[config.mk]
export PLATFORM = sky130hd
export DESIGN_NAME = instr_fetch_unit_flat
export DESIGN_NICKNAME = d
export VERILOG_FILES = /design/src/rtl/rv_fetch_pkg.sv /design/src/rtl/instr_fetch_unit_if.sv /design/src/rtl/instr_fetch_unit.sv /design/src/flat_wrapper.sv
export SDC_FILE = /design/constraint.sdc
export NUM_CORES = 1
export LEC_CHECK = 0
export CAP_MARGIN = 30
export CORE_UTILIZATION = 29
export CTS_BUF_LIST = sky130_fd_sc_hd__clkbuf_4
export DETAILED_ROUTE_END_ITERATION = 16
export GPL_ROUTABILITY_DRIVEN = 1
export GPL_TIMING_DRIVEN = 0
export PLACE_DENSITY_LB_ADDON = 0.08
export SYNTH_ARGS = -nofsm -noshare
export SYNTH_HDL_FRONTEND = slang
export SYNTH_SLANG_ARGS = --single-unit
[constraint.sdc]
create_clock -name clk -period 3.3 [get_ports clk]
set_input_delay 0.825 -clock clk [delete_from_list [all_inputs] [get_ports clk]]
set_output_delay 0.825 -clock clk [all_outputs]
set_load 0.005 [all_outputs]
[src/rtl/rv_fetch_pkg.sv]
// Shared fetch-stage definitions: FSM state encoding, reset/NOP constants and
// RISC-V instruction field slices used by the fetch unit and its neighbours.
package rv_fetch_pkg;

   typedef enum logic [1:0] {
      ST_IDLE = 2'd0,
      ST_REQ  = 2'd1,
      ST_WAIT = 2'd2,
      ST_HOLD = 2'd3
   } fetch_state_e;

   localparam logic [31:0] RESET_PC_DEFAULT  = 32'h0000_0000;
   localparam logic [31:0] NOP_INSTR_DEFAULT = 32'h0000_0013;
   // All-zero word decodes as opcode 0, which the control unit treats as illegal.
   localparam logic [31:0] FAULT_INSTR       = 32'h0000_0000;
   localparam logic [31:0] PC_STEP           = 32'd4;

   localparam int OPCODE_LSB = 0;
   localparam int OPCODE_W   = 7;
   localparam int FUNCT3_LSB = 12;
   localparam int FUNCT3_W   = 3;

   function automatic logic [OPCODE_W-1:0] opcode_of(input logic [31:0] instr);
      return instr[OPCODE_LSB +: OPCODE_W];
   endfunction

   function automatic logic [FUNCT3_W-1:0] funct3_of(input logic [31:0] instr);
      return instr[FUNCT3_LSB +: FUNCT3_W];
   endfunction

   function automatic logic [31:0] word_align(input logic [31:0] addr);
      return {addr[31:2], 2'b00};
   endfunction

endpackage

[src/rtl/instr_fetch_unit_if.sv]
// Fetch-unit bus bundle: instruction-memory request/response, redirect input and
// the held-instruction interface towards decode/execute.
interface instr_fetch_unit_if;

   logic        imem_req_valid;
   logic        imem_req_ready;
   logic [31:0] imem_req_addr;
   logic        imem_rsp_valid;
   logic [31:0] imem_rsp_data;
   logic        redirect_valid;
   logic [31:0] redirect_pc;
   logic        dec_ready;
   logic        dec_valid;
   logic [31:0] dec_instr;
   logic [6:0]  dec_opcode;
   logic [2:0]  dec_funct3;
   logic [31:0] dec_pc;
   logic        fetch_fault;

   modport master (
      output imem_req_valid, imem_req_addr,
      output dec_valid, dec_instr, dec_opcode, dec_funct3, dec_pc, fetch_fault,
      input  imem_req_ready, imem_rsp_valid, imem_rsp_data,
      input  redirect_valid, redirect_pc, dec_ready
   );

   modport slave (
      input  imem_req_valid, imem_req_addr,
      input  dec_valid, dec_instr, dec_opcode, dec_funct3, dec_pc, fetch_fault,
      output imem_req_ready, imem_rsp_valid, imem_rsp_data,
      output redirect_valid, redirect_pc, dec_ready
   );

endinterface

[src/rtl/instr_fetch_unit.sv]
// Instruction fetch stage: PC, one-outstanding imem read, held instruction for execute.
// Optional FETCH_MISALIGN_TRAP_EN turns misaligned PCs into a held fault instruction.
module instr_fetch_unit
   import rv_fetch_pkg::*;
#(
   parameter logic [31:0] RESET_PC  = RESET_PC_DEFAULT,
   parameter logic [31:0] NOP_INSTR = NOP_INSTR_DEFAULT
) (
   input  logic                clk,
   input  logic                rst_n,
   instr_fetch_unit_if.master  bus
);

`ifdef FETCH_MISALIGN_TRAP_EN
   localparam bit TRAP_EN = 1'b1;
`else
   localparam bit TRAP_EN = 1'b0;
`endif

   fetch_state_e r_state;
   logic [31:0]  r_pc;
   logic [31:0]  r_dec_instr;
   logic [31:0]  r_dec_pc;
   logic         r_kill;
   logic         r_fault;

   logic [31:0]  w_redirect_pc;
   logic         w_misaligned;
   logic         w_req_valid;
   logic         w_req_fire;

   // Without the trap, a redirect target is silently word-aligned.
   assign w_redirect_pc = TRAP_EN ? bus.redirect_pc : word_align(bus.redirect_pc);
   assign w_misaligned  = TRAP_EN && (r_pc[1:0] != 2'b00);
   assign w_req_valid   = (r_state == ST_REQ) && !w_misaligned;
   assign w_req_fire    = w_req_valid && bus.imem_req_ready;

   assign bus.imem_req_valid = w_req_valid;
   assign bus.imem_req_addr  = r_pc;
   assign bus.dec_valid      = (r_state == ST_HOLD);
   assign bus.dec_instr      = r_dec_instr;
   assign bus.dec_opcode     = opcode_of(r_dec_instr);
   assign bus.dec_funct3     = funct3_of(r_dec_instr);
   assign bus.dec_pc         = r_dec_pc;
   assign bus.fetch_fault    = TRAP_EN ? r_fault : 1'b0;

   // NOTE: all state updates use non-blocking assignments so every branch reads
   // the pre-edge values of r_pc/r_kill, regardless of statement order.
   always_ff @(posedge clk or negedge rst_n) begin
      if (!rst_n) begin
         r_state     <= ST_IDLE;
         r_pc        <= RESET_PC;
         r_dec_pc    <= RESET_PC;
         r_dec_instr <= NOP_INSTR;
         r_kill      <= 1'b0;
         r_fault     <= 1'b0;
      end else begin
         case (r_state)
            ST_IDLE: r_state <= ST_REQ;

            ST_REQ: begin
               if (bus.redirect_valid) begin
                  r_pc <= w_redirect_pc;
                  // Old address already handed to memory: its response must be dropped.
                  if (w_req_fire) begin
                     r_kill  <= 1'b1;
                     r_state <= ST_WAIT;
                  end
               end else if (w_misaligned) begin
                  r_dec_instr <= FAULT_INSTR;
                  r_dec_pc    <= r_pc;
                  r_fault     <= 1'b1;
                  r_state     <= ST_HOLD;
               end else if (w_req_fire) begin
                  r_state <= ST_WAIT;
               end
            end

            ST_WAIT: begin
               if (bus.redirect_valid) begin
                  r_pc <= w_redirect_pc;
                  if (bus.imem_rsp_valid) begin
                     r_kill  <= 1'b0;
                     r_state <= ST_REQ;
                  end else begin
                     r_kill <= 1'b1;
                  end
               end else if (bus.imem_rsp_valid) begin
                  if (r_kill) begin
                     r_kill  <= 1'b0;
                     r_state <= ST_REQ;
                  end else begin
                     r_dec_instr <= bus.imem_rsp_data;
                     r_dec_pc    <= r_pc;
                     r_state     <= ST_HOLD;
                  end
               end
            end

            ST_HOLD: begin
               if (bus.redirect_valid) begin
                  r_pc        <= w_redirect_pc;
                  r_dec_instr <= NOP_INSTR;
                  r_fault     <= 1'b0;
                  r_state     <= ST_REQ;
               end else if (bus.dec_ready) begin
                  r_pc    <= r_pc + PC_STEP;
                  r_fault <= 1'b0;
                  r_state <= ST_REQ;
               end
            end

            default: r_state <= ST_IDLE;
         endcase
      end
   end

endmodule
[src/flat_wrapper.sv]
// flat-port wrapper written by rule: the top's interface ports become plain ports
module instr_fetch_unit_flat import rv_fetch_pkg::*;
#(
   parameter logic [31:0] RESET_PC  = RESET_PC_DEFAULT,
   parameter logic [31:0] NOP_INSTR = NOP_INSTR_DEFAULT
)
  (clk, rst_n, bus_imem_req_valid, bus_imem_req_addr, bus_dec_valid, bus_dec_instr, bus_dec_opcode, bus_dec_funct3, bus_dec_pc, bus_fetch_fault, bus_imem_req_ready, bus_imem_rsp_valid, bus_imem_rsp_data, bus_redirect_valid, bus_redirect_pc, bus_dec_ready);
  instr_fetch_unit_if bus_i ();
  input  logic clk;
  input  logic rst_n;
  output wire logic [$bits(bus_i.imem_req_valid)-1:0] bus_imem_req_valid;
  output wire logic [$bits(bus_i.imem_req_addr)-1:0] bus_imem_req_addr;
  output wire logic [$bits(bus_i.dec_valid)-1:0] bus_dec_valid;
  output wire logic [$bits(bus_i.dec_instr)-1:0] bus_dec_instr;
  output wire logic [$bits(bus_i.dec_opcode)-1:0] bus_dec_opcode;
  output wire logic [$bits(bus_i.dec_funct3)-1:0] bus_dec_funct3;
  output wire logic [$bits(bus_i.dec_pc)-1:0] bus_dec_pc;
  output wire logic [$bits(bus_i.fetch_fault)-1:0] bus_fetch_fault;
  input wire logic [$bits(bus_i.imem_req_ready)-1:0] bus_imem_req_ready;
  input wire logic [$bits(bus_i.imem_rsp_valid)-1:0] bus_imem_rsp_valid;
  input wire logic [$bits(bus_i.imem_rsp_data)-1:0] bus_imem_rsp_data;
  input wire logic [$bits(bus_i.redirect_valid)-1:0] bus_redirect_valid;
  input wire logic [$bits(bus_i.redirect_pc)-1:0] bus_redirect_pc;
  input wire logic [$bits(bus_i.dec_ready)-1:0] bus_dec_ready;
  assign bus_imem_req_valid = bus_i.imem_req_valid;
  assign bus_imem_req_addr = bus_i.imem_req_addr;
  assign bus_dec_valid = bus_i.dec_valid;
  assign bus_dec_instr = bus_i.dec_instr;
  assign bus_dec_opcode = bus_i.dec_opcode;
  assign bus_dec_funct3 = bus_i.dec_funct3;
  assign bus_dec_pc = bus_i.dec_pc;
  assign bus_fetch_fault = bus_i.fetch_fault;
  assign bus_i.imem_req_ready = bus_imem_req_ready;
  assign bus_i.imem_rsp_valid = bus_imem_rsp_valid;
  assign bus_i.imem_rsp_data = bus_imem_rsp_data;
  assign bus_i.redirect_valid = bus_redirect_valid;
  assign bus_i.redirect_pc = bus_redirect_pc;
  assign bus_i.dec_ready = bus_dec_ready;
  instr_fetch_unit #(.RESET_PC(RESET_PC), .NOP_INSTR(NOP_INSTR)) u_core (.clk(clk), .rst_n(rst_n), .bus(bus_i));
endmodule
### Word level (Yosys, flattened, before mapping)

Cells that the tools add are included.

* register bits after elaboration: 99
* bits of input ports: 70
* output and inout port bits: 109
* logic and storage cells: 54

* add/sub/neg operators: 1
* eq/ne operators: 12
* multiplexer cells: 23
* bitwise gates (word level): 2
* reduce and logical (&&, ||, !) cells: 11

Operators by type and width (count)
* two-way mux 32 bit: 7
* case mux 32 bit (2 select lines): 2
* adder 32 x 3 -> 32 bit, second input constant: 1
* two-way mux 2 bit: 7
* != test 2 bit, second input constant: 5
* case mux 2 bit (4 select lines): 1
* AND reduction 4 bit: 2
* AND reduction 3 bit: 2
* nonzero test 2 bit: 3
* two-way mux 1 bit: 5
* AND reduction 5 bit: 1
* equality test 2 bit, second input constant: 2
* != test 2 x 1 -> 1 bit, second input constant: 2
* != test 3 x 1 -> 1 bit, second input constant: 1
* != test 3 bit, second input constant: 1
* equality test 2 x 1 -> 1 bit, second input constant: 1
* zero test 2 bit: 1
* NOT 1 bit: 2
* case mux 1 bit (2 select lines): 1
* OR reduction 2 bit: 1
* logical AND 1 bit: 1

### Longest topological paths before layout

* depth in word-level cells: 5
* mapped depth: 8
* depth with buffers taken out: 7

### Worst setup path before layout

OpenSTA, ideal clock, no wires.

* path kind: in2reg
* start: in bus_redirect_valid
* end: reg u_core.r_dec_instr[23] (netlist: u_core.bus.dec_instr[23])
* library setup time: 121 ps
* arrival time: 2051 ps
* required time: 3179 ps
* slack: 1128 ps
* cell stages on the path: 6
* buffers on the path: 3
* path through: buf_2 > nor3_2 > o21ai_0 > clkbuf_1 > clkbuf_1 > a22o_1

* cells in the longest elaborated chain, start to end: 2
* elaborated cells between the ends (all ways): 3
* classes of those cells: eq/ne (2); reduce/logical (1)

RTL lines
* start, declared: RTL line flat_wrapper.sv:22 `input wire logic [$bits(bus_i.redirect_valid)-1:0] bus_redirect_valid;`
* != test 2 bit (no source line) / != test 2 x 1 -> 1 bit (equally long branches)
* AND reduction 5 bit (no source line) (*)
* end signal, assigned: RTL line instr_fetch_unit.sv:93 `r_dec_instr <= bus.imem_rsp_data;`
* end, declared: RTL line instr_fetch_unit.sv:22 `logic [31:0] r_dec_instr;`

Every way passes the cells marked *; elsewhere a longest branch is shown, timed or not.
A chain may end at the register's enable or synchronous reset.

### Final worst setup path

* start: in bus_dec_ready
* end: reg u_core.r_pc[21] (netlist: u_core.bus.imem_req_addr[21])

* cells in the longest elaborated chain, start to end: 2

RTL lines
* start, declared: RTL line flat_wrapper.sv:24 `input wire logic [$bits(bus_i.dec_ready)-1:0] bus_dec_ready;`
* != test 3 x 1 -> 1 bit (no source line)
* AND reduction 3 bit (no source line)
* end signal, assigned: RTL line instr_fetch_unit.sv:63 `r_pc <= w_redirect_pc;`
* end signal, assigned: RTL line instr_fetch_unit.sv:81 `r_pc <= w_redirect_pc;`
* end signal, assigned: RTL line instr_fetch_unit.sv:102 `r_pc <= w_redirect_pc;`
* end, declared: RTL line instr_fetch_unit.sv:21 `logic [31:0] r_pc;`

No other way between the ends.

==> flow_summary.ini <==
[timing]
final_max_slew_viol_count = 0
timing_hold_violations_final = 0
slew_headroom_pct = 50.7
period_share_pct = 80.1
grt_setup_unrepaired = no
setup_total_negative_slack_ns = 0
timing_worst_slew_pin_value_ns = 0.740
fin_crit_ns = 2.64
final-setup-viol-count = 0
max_freq_ghz = 0.379
fin_skew_ns = 0.0207

[drt]
drc = 0
routed_wirelength_mm = 14.6
num_vias = 4277
violation_count_after_the_first_detailed_route_iteration = 292
avgRoutedWirePerCell_um = 17.5
route.antenna.remaining_nets = 0
drt_first_pass_iters = 5
avgViaCountPerCell = 5.11

[synth]
synth.distinct_cells = 52
synth_simple_gate_area_share_pct = 14.9
yosys_warnings = 0
yosys.area_share.adder_pct = 1.09
yosys_register_bits = 95
syn-cell-area_um2 = 4610
synth-seq-area-share_pct = 51.6
synthesis.instances = 434
post_synth_xor_area_fraction_pct = 0
synth.mux.area_fraction_pct = 7.33
largest_family_of_logic_cells_by_synthesized_area = compound AO/OA/AOI/OAI gates
synth_compound_area_share_pct = 18.7
synthesis.area_per_instance_um2 = 10.6

[critical_path]
arrival_ns = 3.02
required_ns = 3.68
path_cells = clkdlybuf4s50_1 > and2_2 > o22a_1 > clkbuf_1 > clkbuf_1 > o21ai_0 > a211oi_1
launching_element_of_the_worst_setup_path = bus_dec_ready
worstSetupPathType = in -> reg
worstSetupStartpointType = input port
timing.critical_path.mode_cell = sky130_fd_sc_hd__clkbuf_1
crit-reg2reg-launch = u_core.r_state[0]
critPathCaptureType = flip-flop
cp_slowest_stage_delay_ns = 0.56
cp_max_fo = 10
crit_slowest_cell = sky130_fd_sc_hd__clkbuf_1

[floorplanning]
initial_core_util_pct = 30.0
fp.dieArea_um2 = 16400
die-width_um = 128
fp.dieH_um = 128
placeableCoreArea_um2 = 15400
std_cell_rows = 45
pin_count = 179

[finish]
fin_util_pct = 44.0
final_net_count = 694
drive_gt1_share_pct = 13.1
stdcell_area_um2 = 6760
area_delta_synth_final_pct = 46.5
fillers = 1495
layoutNonFillerInstCount = 837

[global_route]
grt.overflow.total = 0
initial_antenna_violation_count = 1
total_routing_resource_utilization_after_global_routing_pct = 18.4
grt_start_max_net_pins = 57
global_route_wire_length_before_repair_mm = 23.2
grt_pass1_vias = 4167

[cts]
ctsLongestPathBuffers = 2
cts.clk_slew.worst_paths_ns = 0.14
cts-root-buf = sky130_fd_sc_hd__clkbuf_4
clock_insertion_delay_worst_skew_ns = 0.48
post_cts.repair.setup_buffers = 0
htree_levels = 3
cts_hold_repair.buffers = 0
cts_tree = yes
cts_resized = 0
clock_sinks = 95
number_of_buffers_created_by_cts = 9

[hold_path]
min_path_type = in -> async

[power_and_ir_drop]
leakagePower_nw = 2.76
ir_worst_vdd_mv = 0.299
power-per-cell-area_nw_per_um2 = 737
design_power_total_mw = 4.98

[placed_design]
area_after_dpl_um2 = 6620
last_weighted_congestion_value_of_the_routability_driven_placer = 0.790
placed_cells = 820
portBuffers = 170
dp.final_hpwl_mm = 10.8

[status]
outcome = complete, no violations

[run]
max_cap_violations = 0
-- layer usage --
metal / vias to the layer above / track usage, % / part of all wire, %
li1: 1979 / - / -
met1: 2136 / 25.3 / 45
met2: 143 / 28.3 / 48
met3: 19 / 3.67 / 5.6
met4: 0 / 7.68 / 1.6
met5: - / 0 / 0
-- metrics by stage --
stage	hold WS, ns	worst slack (ns)
after global routing	0.323	0.566
final	0.324	0.658
after global placement	0.487	-2.43
after floorplan	0.498	1.13
after CTS	0.311	0.647
after detailed placement	0.492	0.191
-- worst max-delay path, delay by kind of cell --
family / cells / cell delay, ns
compound gates: 3 / 0.51
buf+inv: 3 / 1.47
simple gates: 1 / 0.23
-- logic make-up (layout without fill, tap and decap cells) --
logic type | count (synthesis) | in the layout
AOI/OAI and AO/OA | 126 | 126
and+or+nand+nor | 125 | 125
DFF | 95 | 95
buffers and inverters | 53 | 240
muxes | 30 | 30
adders and majority gates | 4 | 4
other | 1 | 6
-- cells in the final DEF (no fill, tap or decap), drive strengths merged, types with 2 or more instances in the layout --
| cell | n |
|---|---|
| a22o | 29 |
| and3 | 4 |
| clkinv | 3 |
| nor4 | 6 |
| a31oi | 3 |
| dfstp | 3 |
| and4 | 7 |
| clkdlybuf4s50 | 169 |
| a311oi | 4 |
| a21oi | 32 |
| o211ai | 2 |
| nand3 | 20 |
| nor2 | 20 |
| nand4 | 9 |
| nand2b | 4 |
| a211oi | 3 |
| mux2 | 30 |
| a2bb2oi | 2 |
| o21ai | 23 |
| conb | 5 |
| inv | 8 |
| dfrtp | 92 |
| or4 | 3 |
| o22a | 5 |
| clkbuf | 31 |
| buf | 26 |
| o41a | 2 |
| nor2b | 3 |
| nand2 | 24 |
| nor3 | 13 |
| or3 | 8 |
| ha | 4 |
| o31ai | 3 |
| o22ai | 8 |
| clkinvlp | 2 |
| and2 | 4 |
-- cell usage after synthesis (all sizes together) --
master	number	area [um^2]
a2bb2oi	2	17.5
conb	1	3.75
dfstp	3	78.8
a21boi	1	7.51
nand2	24	90.1
o221ai	1	8.76
clkbuf	21	78.8
a311o	1	10.0
or3	8	50.1
a311oi	4	35.0
o221a	1	11.3
o32ai	1	8.76
or4	3	22.5
nor2b	3	18.8
a31oi	3	18.8
and4	7	62.6
o31ai	3	22.5
a22o	29	254
o21ai	23	115
nor4	6	43.8
o311ai	1	8.76
o22a	5	43.8
a211oi	3	22.5
nor3	13	70.1
and2	4	26.3
o41a	2	22.5
a22oi	1	7.51
o21a	1	7.51
mux2	30	338
o211ai	2	15.0
ha	4	50.1
nor2	20	75.1
a21oi	32	160
and3	4	27.5
dfrtp	92	2300
o311a	1	10.0
o22ai	8	50.1
o21bai	1	7.51
nand3	20	113
nand2b	4	25.0
inv	8	30.0
buf	24	179
nand4	9	62.6
-- cell type report --
cell class                      count  area, um^2  share of cell area [%]
Sequential cell                    95        2380                    35.2
Multi-Input combinational cell    290        1960                    29.0
Timing Repair Buffer              171        1730                    25.6
Tap cell                          211         264                    3.91
Buffer                             45         258                    3.81
Clock buffer                       10        75.1                    1.11
Clock inverter                      6        61.3                   0.907
Inverter                            8        30.0                   0.444
Antenna cell                        1        2.50                  0.0370
-- report_power, final --
| group | internal, mW | leakage (nW) | switching [mW] | total [mW] |
|---|---|---|---|---|
| Sequential | 1.56 | 1.22 | 0.453 | 2.02 |
| Combinational | 1.30 | 1.47 | 1.02 | 2.32 |
| Clock | 0.236 | 0.0677 | 0.412 | 0.648 |
-- final timing paths --
check                      slack (ns)  cells past startpoint                      endpoint
max in group asynchronous        2.29                      2             u_core.r_state[1]
setup reg to reg                 0.74                      8  u_core.bus.imem_req_addr[21]
setup / recovery                 0.66                      7  u_core.bus.imem_req_addr[21]
min in group clk                 0.52                      1      u_core.bus.dec_instr[23]
hold / removal                   0.32                      1          u_core.bus.dec_pc[7]
hold reg to reg                  0.52                      1      u_core.bus.dec_instr[23]
-- state kept, by name, summed over array words and instances, names as in the netlist --
| signal | cells |
|---|---|
| u_core.bus.dec_instr | 32 |
| u_core.bus.dec_pc | 30 |
| u_core.bus.imem_req_addr | 30 |
| u_core.r_state | 2 |
| u_core.r_kill | 1 |
(Power assumes the default switching activity.)
